[src/rtl/dmem_sram_bridge.sv]
// Data-side bridge: registers the core's M-stage access onto an SRAM-like req/addr_ok/data_ok bus.
// Define DMEM_TIMEOUT_EN to enable the access timeout, bus error pulse and stale-response discard.
module dmem_sram_bridge #(
    parameter int unsigned TIMEOUT_CYCLES = 255,
    parameter int unsigned CNT_W          = 8
) (
    input  logic        clk,
    input  logic        rst,
    input  logic        cpu_en,
    input  logic        cpu_wr,
    input  logic [31:0] cpu_addr,
    input  logic [31:0] cpu_wdata,
    input  logic [3:0]  cpu_sel,
    input  logic        cpu_flush,
    output logic [31:0] cpu_rdata,
    output logic        cpu_stall,
    output logic        cpu_bus_err,
    output logic        bus_req,
    output logic        bus_wr,
    output logic [1:0]  bus_size,
    output logic [31:0] bus_addr,
    output logic [31:0] bus_wdata,
    input  logic        bus_addr_ok,
    input  logic        bus_data_ok,
    input  logic [31:0] bus_rdata
);

    typedef enum logic [1:0] {StIdle, StReq, StWait, StDone} state_e;

    state_e      state_q, state_d;
    logic        wr_q, wr_d;
    logic [1:0]  size_q, size_d;
    logic [31:0] addr_q, addr_d;
    logic [31:0] wdata_q, wdata_d;
    logic [31:0] rdata_q, rdata_d;

    logic timeout;      // counter expired this cycle
    logic stale;        // an abandoned response is still owed by the bus
    logic abandon;      // access given up this cycle
    logic abandon_acc;  // ... after the bus already accepted its address

    function automatic logic [1:0] sel_to_size(input logic [3:0] sel);
        logic [1:0] size;
        case (sel)
            4'b0001, 4'b0010, 4'b0100, 4'b1000: size = 2'd0;
            4'b0011, 4'b1100:                   size = 2'd1;
            default:                            size = 2'd2;
        endcase
        return size;
    endfunction

    always_comb begin
        state_d     = state_q;
        wr_d        = wr_q;
        size_d      = size_q;
        addr_d      = addr_q;
        wdata_d     = wdata_q;
        rdata_d     = rdata_q;
        cpu_stall   = 1'b0;
        bus_req     = 1'b0;
        abandon     = 1'b0;
        abandon_acc = 1'b0;
        unique case (state_q)
            StIdle: begin
                if (cpu_en && !cpu_flush) begin
                    cpu_stall = 1'b1;
                    if (!stale) begin
                        wr_d    = cpu_wr;
                        size_d  = sel_to_size(cpu_sel);
                        addr_d  = cpu_addr;
                        wdata_d = cpu_wdata;
                        state_d = StReq;
                    end
                end
            end
            StReq: begin
                cpu_stall = 1'b1;
                bus_req   = 1'b1;
                if (bus_addr_ok && bus_data_ok) begin
                    if (!wr_q) rdata_d = bus_rdata;
                    state_d = StDone;
                end else if (timeout) begin
                    rdata_d     = 32'h0;
                    abandon     = 1'b1;
                    abandon_acc = bus_addr_ok;
                    state_d     = StDone;
                end else if (bus_addr_ok) begin
                    state_d = StWait;
                end
            end
            StWait: begin
                cpu_stall = 1'b1;
                if (bus_data_ok) begin
                    if (!wr_q) rdata_d = bus_rdata;
                    state_d = StDone;
                end else if (timeout) begin
                    rdata_d     = 32'h0;
                    abandon     = 1'b1;
                    abandon_acc = 1'b1;
                    state_d     = StDone;
                end
            end
            StDone: state_d = StIdle;
            default: state_d = StIdle;
        endcase
    end

    always_ff @(posedge clk or posedge rst) begin
        if (rst) begin
            state_q <= StIdle;
            wr_q    <= 1'b0;
            size_q  <= 2'd0;
            addr_q  <= 32'h0;
            wdata_q <= 32'h0;
            rdata_q <= 32'h0;
        end else begin
            state_q <= state_d;
            wr_q    <= wr_d;
            size_q  <= size_d;
            addr_q  <= addr_d;
            wdata_q <= wdata_d;
            rdata_q <= rdata_d;
        end
    end

`ifdef DMEM_TIMEOUT_EN
    logic [CNT_W-1:0] cnt_q, cnt_d;
    logic             stale_q, stale_d;
    logic             err_q, err_d;

    always_comb begin
        cnt_d   = '0;
        stale_d = stale_q;
        err_d   = abandon;
        if (state_q == StReq || state_q == StWait) cnt_d = cnt_q + 1'b1;
        if (abandon_acc) begin
            stale_d = 1'b1;
        end else if (stale_q && bus_data_ok) begin
            stale_d = 1'b0;
        end
    end

    always_ff @(posedge clk or posedge rst) begin
        if (rst) begin
            cnt_q   <= '0;
            stale_q <= 1'b0;
            err_q   <= 1'b0;
        end else begin
            cnt_q   <= cnt_d;
            stale_q <= stale_d;
            err_q   <= err_d;
        end
    end

    assign timeout     = (state_q == StReq || state_q == StWait) &&
                         (cnt_q == CNT_W'(TIMEOUT_CYCLES - 1));
    assign stale       = stale_q;
    assign cpu_bus_err = err_q;
`else
    logic unused_timeout;
    assign unused_timeout = ^{abandon, abandon_acc, CNT_W'(TIMEOUT_CYCLES)};
    assign timeout        = 1'b0;
    assign stale          = 1'b0;
    assign cpu_bus_err    = 1'b0;
`endif

    assign cpu_rdata = rdata_q;
    assign bus_wr    = wr_q;
    assign bus_size  = size_q;
    assign bus_addr  = addr_q;
    assign bus_wdata = wdata_q;

endmodule

[config.mk]
export PLATFORM = sky130hd
export DESIGN_NAME = dmem_sram_bridge
export DESIGN_NICKNAME = d
export VERILOG_FILES = /design/src/rtl/dmem_sram_bridge.sv
export SDC_FILE = /design/constraint.sdc
export NUM_CORES = 1
export LEC_CHECK = 0
export ABC_AREA = 1
export CORE_ASPECT_RATIO = 0.7
export CORE_MARGIN = 5
export CORE_UTILIZATION = 43
export CTS_CLUSTER_SIZE = 10
export DETAILED_ROUTE_END_ITERATION = 12
export PLACE_DENSITY = 0.82
export SLEW_MARGIN = 40
export SYNTH_ARGS = -nofsm -noshare
export SYNTH_HDL_FRONTEND = slang
export SYNTH_SLANG_ARGS = --single-unit
export TNS_END_PERCENT = 100
[constraint.sdc]
create_clock -name clk -period 9.7 [get_ports clk]
set_clock_uncertainty 0.05 [all_clocks]
set_input_delay 2.425 -clock clk [delete_from_list [all_inputs] [get_ports clk]]
set_output_delay 2.425 -clock clk [all_outputs]
set_load 0.005 [all_outputs]
Word level (Yosys, flattened, before mapping)
Cells that the tools add are included.
- equality and inequality tests: 13
- mux-type cells: 13
- reduce and logical (&&, ||, !) cells: 11
- operators by type and width (operator ; number):
    32-bit 2-to-1 mux ; 3
    32-bit case mux with 2 select lines ; 1
    4-bit by 2-bit == test with 1-bit output, second input constant ; 2
    4-bit == test, second input constant ; 2
    2-bit 2-to-1 mux ; 4
    2-bit case mux with 4 select lines ; 1
    2-bit inequality test, second input constant ; 3
    3-bit AND reduction ; 2
    2-bit == test, second input constant ; 2
    4-bit by 1-bit == test with 1-bit output, second input constant ; 1
    4-bit by 3-bit == test with 1-bit output, second input constant ; 1
    2-bit case mux with 2 select lines ; 1
    2-bit OR reduction ; 2
    4-bit OR reduction ; 1
    3-bit inequality test, second input constant ; 1
    2-bit by 1-bit == test with 1-bit output, second input constant ; 1
    1-bit logical AND ; 2
    2-bit logical NOT ; 1
    1-bit 2-to-1 mux ; 2
    1-bit case mux with 2 select lines ; 1
    2-bit AND reduction ; 1
    2-bit nonzero test ; 1
    1-bit logical NOT ; 1
- register bits: 101
- input bits: 107
- logic and storage cells: 43

Longest topological paths before layout
- word-level depth: 4
- mapped depth: 9

Worst setup path after synthesis
OpenSTA, ideal clock, no wires.
- path type: input -> output
- start point: input port cpu_flush
- end point: output port cpu_stall
- arrival: 3.026 ns
- setup slack: 4.199 ns
- stages on the path: 6
- path buffers: 1
- cell sequence: inv_1 -> nand2_1 -> nor2_4 -> inv_2 -> buf_2 -> a21oi_1
- word-level cells in the longest chain between the ends: 4
- ends and longest elaborated chain (what ; RTL line ; RTL):
    from (decl) ; 14 ; input logic cpu_flush,
    1-bit logical NOT ; 65 ; if (cpu_en && !cpu_flush) begin
    1-bit logical AND ; 65 ;
    1-bit 2-to-1 mux ; 65 ;
    1-bit case mux with 2 select lines ; 63 ; unique case (state_q)
    to (decl) ; 16 ; output logic cpu_stall,
Every way passes these cells.

Final worst setup path
Same ends and word-level chain as after synthesis.

==> reports/metrics.yaml <==
coreArea_mm2: 0.00918
layout_commonest_cell: "nand2_1"
cts_resized: 0
htree_levels: 3
worstPathRequired_ns: 7.23
crit_fanout: 68
gp_routability_congestion: 0.811
period_needed_ns: 6.68
clock_latency_ns: 0.33
die_w_um: 127
ys_ff_latch: 101
rsz0062_at_grt: "no"
hpwl_um: 8330
hold_violations: 0
final_cell_mix: "nand2_1 (248), clkdlybuf4s50_1 (207), dfrtp_1 (101)"
instances_no_fill: 799
cp-end-kind: "output pin"
via_per_inst: 4.54
crit_arrival_ns: 4.21
grt_pass1_vias: 3553
drt_iter0_markers: 219
wire_per_inst_um: 14.2
antenna_found_initial: 0
maxSlewHeadroom: 0.552
io_pins: 209
power_density_mw_per_mm2: 301
seq_area_frac_synth: 0.617
firstDrtPassIters: 5
grt_max_degree: 69
syn_area_mm2: 0.00409
postLayoutCoreUtil: 0.708
yosys_warnings: 0
syn_inst: 471
diodes: 0
postCtsHoldBufs: 0
start_kind: "input pin"
cts_max_path_buffers: 2
die_h_um: 91.6
initial_utilization: 0.446
wl_um: 11300
syn-num-nets: 583
area_delta_synth_final_pct: 58.9
hold_path.class: "flop to flop"
overflow: 0
cts.sinks: 101
ant_nets: 0
synth_area_leaders: "dfrtp_1 (62%), nand2_1 (23%), inv_1 (4.4%)"
max_freq_mhz: 150
rows: 29
status: "finished, final reports clean"
fin_setup_tns_ns: 0
worst_hold_slack_ns: 0.421
path_class: "input pin to output pin"
drive_gt1_frac: 0.0326
drv_slew: 0
cts-root-buf: "clkbuf_16"
remaining_drc_errors: 0
finalCritPeriodShare: 0.689
max-cap-violations: 0
synthDistinctLibCells: 17
yosys.area.top_type: "dfrtp_1"
syn-mean-instance-area_um2: 8.69
fin_nets: 782
design_power_total_mw: 1.96
cts_setup_buffers: 0
io_buffers: 207
dieArea_mm2: 0.0116
leakage_nw: 3.24
cts_tree: "yes"
place_inst: 783
synth_top_area_frac: 0.617
clkTransAtPathRegs_ns: 0.06
grtUsageTotal: 0.192
vias: 3627
grt_pass1_wl_um: 18000
worst-slew-pin-transition_ns: 0.673
setup_viol: 0
numCtsBuffers: 9
peakVddDrop_v: 0.000173
==> kinds of logic after synthesis <==
logic type      share of synthesized area
fa+ha+maj                          0.0153
simple gates                        0.243
buf+inv                            0.0819
other cells                      0.000916
compound gates                     0.0416
flops                               0.617
==> synthesized netlist by cell type <==
cell type / instances
nand3_2: 1
ha_1: 5
nand2_1: 248
nand3_1: 5
inv_1: 48
o21ai_0: 1
dfrtp_1: 101
buf_4: 2
buf_2: 13
a21oi_1: 1
conb_1: 1
nor2_1: 3
nor2_4: 1
buf_6: 6
inv_2: 2
nand4_1: 1
o21ai_1: 32
==> metrics by stage <==
step	setup WS [ns]	area, um^2
2_1_floorplan	4.20	4090
3_3_place_gp	2.73	6190
3_5_place_dp	2.99	6200
4_1_cts	2.98	6500
5_1_grt	2.89	6500
6_report	3.02	6500
==> where the power goes <==
part | total [mW] | switching (mW) | internal [mW]
logic | 0.861 | 0.374 | 0.488
registers | 0.741 | 0.116 | 0.624
clock network | 0.358 | 0.151 | 0.207
total | 1.96 | 0.641 | 1.32
==> worst paths after layout <==
check | slack [ns] | cells after the start | end | start
max | 3.02 | 7 | cpu_stall | cpu_flush
min | 0.42 | 2 | bus_addr[31]$_DFFE_PP0P_ | bus_addr[31]$_DFFE_PP0P_
max reg2reg | 7.54 | 7 | cpu_rdata[16]$_DFFE_PP0P_ | state_q[0]$_DFFE_PP0P_
min reg2reg | 0.42 | 2 | bus_addr[31]$_DFFE_PP0P_ | bus_addr[31]$_DFFE_PP0P_
max in group asynchronous | 6.04 | 3 | bus_wdata[28]$_DFFE_PP0P_ | rst
min in group asynchronous | 2.50 | 2 | bus_addr[5]$_DFFE_PP0P_ | rst
==> worst max-delay path, cell delays in order <==
cell and delay (ns):
clkdlybuf4s50_1 0.45, inv_1 0.03, nand2_1 0.12, nor2_4 0.06
inv_4 0.46, a21oi_1 0.17, clkdlybuf4s50_1 0.49
==> registers in the layout (all words and copies together), names as in the netlist <==
name       cells
state_q        2
bus_wr         1
bus_addr      32
bus_size       2
bus_wdata     32
cpu_rdata     32
==> per-layer routing <==
layer  track usage  share of wire  vias up
met5             0              0        -
met4        0.0500          0.014        0
met3        0.0761           0.10       20
met2         0.325           0.49      155
met1         0.231           0.40     1651
li1              -              -     1801
==> cell type report <==
type,count,area [um^2]
fillers,715,2680
flip-flops and latches,101,2530
repair buffers,209,2090
multi-input cells,299,1240
clock buffers,11,243
inverters,50,193
well taps,124,155
clock inverters,5,60.1
(Power assumes the default switching activity.)
